**src/rtl/uart_stream_tx_pkg.sv**
```systemverilog
// Shared constants for the UART stream blocks (TX today, RX later).
package uart_stream_tx_pkg;

    // Frame state encoding, fixed so a matching receiver can reuse it.
    typedef enum logic [1:0] {
        StIdle  = 2'd0,
        StStart = 2'd1,
        StData  = 2'd2,
        StStop  = 2'd3
    } uart_state_e;

    // Bit index within the data field; wide enough for up to 8 data bits.
    localparam int unsigned BIT_IDX_W = 3;

    // Counter width for a given bit period, never narrower than one bit.
    function automatic int unsigned timer_width(input int unsigned clocks_per_bit);
        return (clocks_per_bit > 1) ? $clog2(clocks_per_bit) : 1;
    endfunction

endpackage

```
**src/rtl/uart_stream_tx_bit_timer.sv**
```systemverilog
// Bit-period down-counter: emits a one-cycle expiry pulse every CLOCKS_PER_BIT
// cycles while running, restarting the period on an explicit load.
module bit_timer
    import uart_stream_tx_pkg::*;
#(
    parameter int unsigned CLOCKS_PER_BIT = 16
) (
    input  logic clock,
    input  logic reset,
    input  logic load,
    input  logic run,
    output logic expire
);

    localparam int unsigned CW = timer_width(CLOCKS_PER_BIT);
    localparam logic [CW-1:0] RELOAD = CW'(CLOCKS_PER_BIT - 1);

    logic [CW-1:0] count;

    // Reload on start of frame and at every bit boundary; park at zero when idle.
    always_ff @(posedge clock or posedge reset) begin
        if (reset) begin
            count <= '0;
        end else if (load || (run && (count == '0))) begin
            count <= RELOAD;
        end else if (run) begin
            count <= count - CW'(1);
        end else begin
            count <= '0;
        end
    end

    // Expiry marks the last cycle of the current bit period.
    always_comb begin
        expire = run && (count == '0);
    end

endmodule

```
**src/rtl/uart_stream_tx.sv**
```systemverilog
// Byte-stream to UART serial transmitter: 1 start bit, DATA_BITS data bits
// (LSB first), 1 stop bit, no parity. One idle cycle separates frames.
module uart_stream_tx
    import uart_stream_tx_pkg::*;
#(
    parameter int unsigned CLOCKS_PER_BIT = 16,
    parameter int unsigned DATA_BITS      = 8
) (
    input  logic       clock,
    input  logic       reset,
    input  logic       in_valid,
    output logic       in_ready,
    input  logic [7:0] in_data,
    output logic       tx,
    output logic       busy
);

    localparam logic [BIT_IDX_W-1:0] LAST_IDX = BIT_IDX_W'(DATA_BITS - 1);

    uart_state_e          state;
    logic [7:0]           shreg;
    logic [BIT_IDX_W-1:0] bit_idx;
    logic                 transfer;
    logic                 expire;

    // Handshake: ready only in IDLE and never while reset is held.
    always_comb begin
        in_ready = (state == StIdle) && !reset;
        transfer = in_valid && in_ready;
        busy     = (state != StIdle);
    end

    bit_timer #(
        .CLOCKS_PER_BIT (CLOCKS_PER_BIT)
    ) u_bit_timer (
        .clock  (clock),
        .reset  (reset),
        .load   (transfer),
        .run    (busy),
        .expire (expire)
    );

    // Frame FSM with registered tx; in_data is only sampled on the transfer edge.
    always_ff @(posedge clock or posedge reset) begin
        if (reset) begin
            state   <= StIdle;
            tx      <= 1'b1;
            shreg   <= '0;
            bit_idx <= '0;
        end else begin
            unique case (state)
                StIdle: begin
                    tx <= 1'b1;
                    if (transfer) begin
                        state   <= StStart;
                        tx      <= 1'b0;
                        shreg   <= in_data;
                        bit_idx <= '0;
                    end
                end
                StStart: begin
                    if (expire) begin
                        state <= StData;
                        tx    <= shreg[0];
                    end
                end
                StData: begin
                    if (expire) begin
                        shreg <= shreg >> 1;
                        if (bit_idx == LAST_IDX) begin
                            state   <= StStop;
                            tx      <= 1'b1;
                            bit_idx <= '0;
                        end else begin
                            // Next bit is the one about to land in position 0.
                            tx      <= shreg[1];
                            bit_idx <= bit_idx + BIT_IDX_W'(1);
                        end
                    end
                end
                StStop: begin
                    if (expire) begin
                        state <= StIdle;
                        tx    <= 1'b1;
                    end
                end
                default: begin
                    state <= StIdle;
                    tx    <= 1'b1;
                end
            endcase
        end
    end

endmodule

```
**config.mk**
```make
export PLATFORM = sky130hd
export DESIGN_NAME = uart_stream_tx
export DESIGN_NICKNAME = d
export VERILOG_FILES = /design/src/rtl/uart_stream_tx_pkg.sv /design/src/rtl/uart_stream_tx_bit_timer.sv /design/src/rtl/uart_stream_tx.sv
export SDC_FILE = /design/constraint.sdc
export NUM_CORES = 1
export LEC_CHECK = 0
export BUFFER_PORTS_ARGS = -buffer_cell sky130_fd_sc_hd__buf_2
export CORE_MARGIN = 2
export CORE_UTILIZATION = 45
export CTS_CLUSTER_SIZE = 10
export DETAILED_ROUTE_END_ITERATION = 8
export GPL_ROUTABILITY_DRIVEN = 0
export PLACE_DENSITY = 0.67
export SETUP_SLACK_MARGIN = 0.15
export SLEW_MARGIN = 20
export SYNTH_ARGS = -nofsm -noshare
export SYNTH_HDL_FRONTEND = slang
export SYNTH_HIERARCHICAL = 1
export SYNTH_SLANG_ARGS = --single-unit
```
**constraint.sdc**
```tcl
create_clock -name clock -period 2 [get_ports clock]
set_input_delay 0.3 -clock clock [delete_from_list [all_inputs] [get_ports clock]]
set_output_delay 0.3 -clock clock [all_outputs]
set_load 0.02 [all_outputs]
```
Word-level counts from Yosys, hierarchy flattened
Index checks and enable logic that the tools add are counted.
{ "totals": {"word_cells": 49, "out_inout_bits": 3, "register_bits": 18, "in_bits": 11} }
{ "op_classes": {"addsub": 2, "n_eq_ne": 9, "n_mux": 21, "reduce_logical": 12} }
{ "op_table": {"columns": ["cell", "n"], "rows": [
  ["8-bit two-way mux", 2],
  ["8-bit case mux with 2 select lines", 1],
  ["2-bit two-way mux", 5],
  ["3-bit two-way mux", 3],
  ["4-bit two-way mux", 2],
  ["2-bit inequality test, second input constant", 4],
  ["2-bit case mux with 4 select lines", 1],
  ["3-bit case mux with 2 select lines", 1],
  ["3-bit AND reduction", 2],
  ["1-bit two-way mux", 5],
  ["5-bit AND reduction", 1],
  ["2-bit == test, second input constant", 2],
  ["4-bit zero test", 1],
  ["1-bit case mux with 4 select lines", 1],
  ["2-bit nonzero test", 2],
  ["4-bit by 1-bit subtractor with 4-bit output, second input constant", 1],
  ["3-bit by 1-bit adder with 3-bit output, second input constant", 1],
  ["3-bit == test, second input constant", 1],
  ["1-bit logical AND", 3],
  ["2-bit by 1-bit == test with 1-bit output, second input constant", 1],
  ["2-bit zero test", 1],
  ["2-bit by 1-bit inequality test with 1-bit output, second input constant", 1],
  ["1-bit zero test", 1],
  ["1-bit logical OR", 1]
]} }

Logic depth before layout (Yosys ltp)
{ "logic_depth": {"ltp_word": 5, "mapped_depth": 9, "depth_no_buf": 8} }

Cells and area by module
The synthesis kept the hierarchy.
{ "modules_own_cells": {"columns": ["mod", "seq_area_each_um2", "instances", "cells_each", "area_each_um2"], "rows": [
  ["uart_stream_tx", 351.6, 1, 70, 833.3],
  ["bit_timer", 100.1, 1, 21, 212.7]
]} }

Least setup slack after synthesis
Ideal clock, no wire load.
{ "synth_path": {"path_kind": "reg2reg", "from": "register state[0]", "to": "register shreg[0]", "required_time_ns": 1.875, "period_less_slack_ns": 2.182, "path_slack_ns": -0.182, "setup_ns": 0.125, "t_arrival_ns": 2.057, "n_path_buf": 1, "path_stages_with_launch": 10, "path_cell_list": "dfrtp_1 > inv_1 > ha_1 > inv_1 > nand4bb_1 > inv_1 > mux2i_1 > a21oi_1 > buf_2 > mux2_2"} }
{ "synth_via": {"elab_cells_between_ends": 11, "classes_between": "3 x eq/ne; 1 x mux; 7 x reduce/logical"} }
{ "synth_lines": {"columns": ["item", "line", "text"], "rows": [
  ["from (decl)", "uart_stream_tx.sv:20", "uart_state_e state;"],
  ["from (signal assigned)", "uart_stream_tx.sv:46", "state <= StIdle;"],
  ["from (signal assigned)", "uart_stream_tx.sv:55", "state <= StStart;"],
  ["from (signal assigned)", "uart_stream_tx.sv:63", "state <= StData;"],
  ["2-bit nonzero test", "uart_stream_tx.sv:30", "busy = (state != StIdle);"],
  ["named net busy", "uart_stream_tx.sv:15", "output logic busy"],
  ["1-bit logical AND", "uart_stream_tx_bit_timer.sv:35", "expire = run && (count == '0);"],
  ["named net expire", "uart_stream_tx.sv:24", "logic expire;"],
  ["2-bit inequality test (no source line)", null, null],
  ["3-bit AND reduction (no source line)", null, null],
  ["to (signal assigned)", "uart_stream_tx.sv:57", "shreg <= in_data;"],
  ["to (signal assigned)", "uart_stream_tx.sv:69", "shreg <= shreg >> 1;"],
  ["to (decl)", "uart_stream_tx.sv:21", "logic [7:0] shreg;"]
]} }
The timed path passes the listed nets, and every way through them passes these cells.
A chain may end at the register's enable or synchronous reset.

Worst setup path after layout
{ "layout_path": {"from": "register state[0]", "to": "register state[1]"} }
{ "layout_via": {"elab_chain_cells": 5, "elab_cells_between_ends": 15, "classes_between": "8 x eq/ne; 1 x mux; 6 x reduce/logical"} }
{ "layout_rtl": {"columns": ["item", "line", "text"], "rows": [
  ["2-bit zero test", "uart_stream_tx.sv:28, uart_stream_tx.sv:51", null],
  ["1-bit logical AND", "uart_stream_tx.sv:28", "in_ready = (state == StIdle) && !reset;"],
  ["1-bit logical AND", "uart_stream_tx.sv:29", "transfer = in_valid && in_ready;"],
  ["2-bit by 1-bit inequality test with 1-bit output (no source line)", null, null],
  ["5-bit AND reduction (no source line)", null, null]
]} }
Several ways; a longest one is shown, not always the timed one.

==> impl_metrics.toml <==
[status]
outcome = "complete, no violations"

[place]
portBuffers = 13
hpwl_mm = 1.435
place_worst_setup_slack_ps = 75.84

[synthesis]
yosys_register_bits = 18
synth_top_area_frac = 0.4067
synthMuxAreaShare = 0.2105
synth-xor-area-share = 0.008373
synth_commonest_cells = "dfrtp_1 (17), inv_1 (13), mux2_2 (12)"
yosys.area.top_type = "dfrtp_1"
synth_compound_area_frac = 0.07895
syn-num-nets = 110
synth_area_sq_mm = 0.001046
syn-mean-instance-area_sq_um = 11.49
synth_edf_count = 0
synth_cell_types = 31
ys_seq_area_frac = 0.4318
ys.flop_type = "dfrtp_1"
synthTopCellsByArea = "dfrtp_1 (41%), mux2_2 (13%), ha_1 (9.6%)"
ys_async_sr_fraction = 1.000
netlist_instances = 91
ys_warn_count = 6
synth_top_family_by_area = "multiplexers"
synthAdderAreaFrac = 0.09569
yosys.area_share.simple = 0.1089
synth_most_common_cell = "dfrtp_1"

[floorplanning]
start_util = 0.4729
fp.dieW_um = 52.21
core_sq_mm = 0.002212
pin_count = 14
die_area_sq_mm = 0.002726
rows = 17
die_height_um = 52.21

[worst_setup_path]
setup.worst_path.end_class = "flip-flop"
critPathRequiredTime_ps = 2190
cp_max_fo = 3
path_class = "reg2reg"
critPathArrivalTime_ps = 2020
r2r_cells = 5
critPathLaunchType = "flip-flop"

[sta]
relSlewSlack = 0.6315
setup_ws_ps = 164.1
tightest_slew_ps = 552.1
clock_skew_ps = 1.137
finalCritPeriodShare = 0.9180
finalMaxSlewViolations = 0
fin_tns_setup_ps = 0
setup_violations = 0
fin_crit_ps = 1836
hold_violations = 0
maxClockFrequency_mhz = 544.7
rsz0062_at_grt = "yes"

[power_and_ir_drop]
power.switching_uw = 131.1
p_clk_frac = 0.353
seqPwrFrac = 0.589
p_int_uw = 500.9
ir_drop_v = 0.0003096
combPwrFrac = 0.058
power_density_mw_per_mm2 = 472.0
swShare = 0.2074
leakagePower_nw = 0.6392

[clocking]
clockBufferDepth = 2
htreeDepth = 1
clock-root-buffer = "clkbuf_4"
numClockSinks = 18
cts_buffers = 3
clkTransAtPathRegs_ps = 100
worstSkewPairLatency_ps = 290
cts_tree = "built"

[route]
first_pass_iters = 4
ant_nets = 0
routed_wl_mm = 2.116
vias = 764
wire_per_inst_um = 14.49
via_per_inst = 5.233
drc = 0
first_iter_violations = 7

[layout]
fillers = 198
area_delta_synth_final_pct = 27.99
antenna_cells = 0
num-nets-final = 138
layout-drive-gt1-share = 0.4661

[global_routing]
grt_use_total = 0.1671
grt_pass1_vias = 787
grt_pass1_wl_mm = 3.270
gr-total-overflow = 0
antenna_found_initial = 0
grt_max_degree = 15

[min_path]
hold_depth = 3
hp-class = "in2reg"

[run]
cap_violations = 0
==> state kept, by name, summed over array words and instances (netlist names) <==
name,cells
shreg,8
state,2
tx,1
u_bit_timer/count,4
bit_idx,3
==> worst max-delay path, stage by stage, from the launching register on <==
cell     delay (ps)
dfrtp_1         400
buf_4           140
ha_1            200
or3_4           390
a32oi_4         270
mux2_4          320
==> per-stage QoR <==
step / power (mW) / cells / instance area (sq um) / hold WS [ps] / utilization
after global routing: 0.6685 / 146 / 1339 / 258.8 / 0.6052
after floorplan: 0.3951 / 91 / 1066 / 66.08 / -
after detailed placement: 0.4102 / 133 / 1174 / 233.2 / 0.5305
final: 0.6320 / 146 / 1339 / 256.3 / 0.6052
after CTS: 0.6390 / 144 / 1276 / 246.1 / 0.5769
after global placement: 0.4092 / 133 / 1174 / 226.6 / 0.5305
==> cell usage in the layout, fill, tap and decap left out, drive strengths merged <==
master / n
ha: 8
o21ai: 2
nand3: 2
nand4bb: 1
a32oi: 1
a222oi: 1
nand2b: 4
inv: 12
xor2: 1
dfrtp: 17
or2b: 1
mux2: 16
o2111ai: 1
dlygate4sd3: 1
a31o: 1
dfstp: 1
a21o: 1
nor3b: 1
mux2i: 4
o311ai: 1
a21oi: 1
and3b: 1
clkinv: 1
clkbuf: 4
nor2: 2
a211oi: 1
or3: 2
nand3b: 1
nand2: 3
buf: 25
==> power groups by stage <==
stage | logic, mW | clock network, mW | registers [mW]
2_1_floorplan | 0.0175 | 0 | 0.378
5_1_grt | 0.0406 | 0.255 | 0.373
6_report | 0.0366 | 0.223 | 0.372
4_1_cts | 0.0331 | 0.234 | 0.372
3_3_place_gp | 0.0306 | 0 | 0.379
3_5_place_dp | 0.0313 | 0 | 0.379
==> cell type report <==
type                    instances  area, sq um  area share
flip-flops and latches         18        451.7      0.3374
well taps                      28        35.03     0.02617
inverters                      13        53.80     0.04019
multi-input cells              57        589.3      0.4402
repair buffers                 26        172.7      0.1290
clock buffers                   4        36.28     0.02710
==> repair_timing <==
| action | 4_1_cts | 5_1_grt |
|---|---|---|
| gates cloned | 1 | 0 |
| pin swaps | 1 | 2 |
| setup buffers | 5 | 2 |
| hold endpoints to repair | 4 | 0 |
| resized for setup | 6 | 12 |
| setup endpoints to repair | 9 | 9 |
| hold buffers | 1 | 0 |
==> layer usage <==
layer,vias up,share of wire,track usage
met1,373,0.45,0.1777
met5,-,0,0
met4,0,0.024,0.08547
li1,367,-,-
met3,7,0.036,0.04000
met2,17,0.49,0.3038
==> cell families after synthesis <==
logic type,count (synthesis)
XOR/XNOR,1
AO/OA/AOI/OAI,10
multiplexers,20
buffers and inverters,16
flip-flops,18
adder cells (fa/ha/maj),8
AND/OR/NAND/NOR,18
==> final timing paths <==
path,start,to,slack [ps]
max in group asynchronous,reset,tx,1010
worst max-delay path,state[0],state[1],160
min in group asynchronous,reset,u_bit_timer/count[1],460
worst min register to register,shreg[6],shreg[6],520
worst min-delay path,in_data[7],shreg[7],260
worst max register to register,state[0],state[1],160
Note: power is estimated with default switching activity, not from simulation.
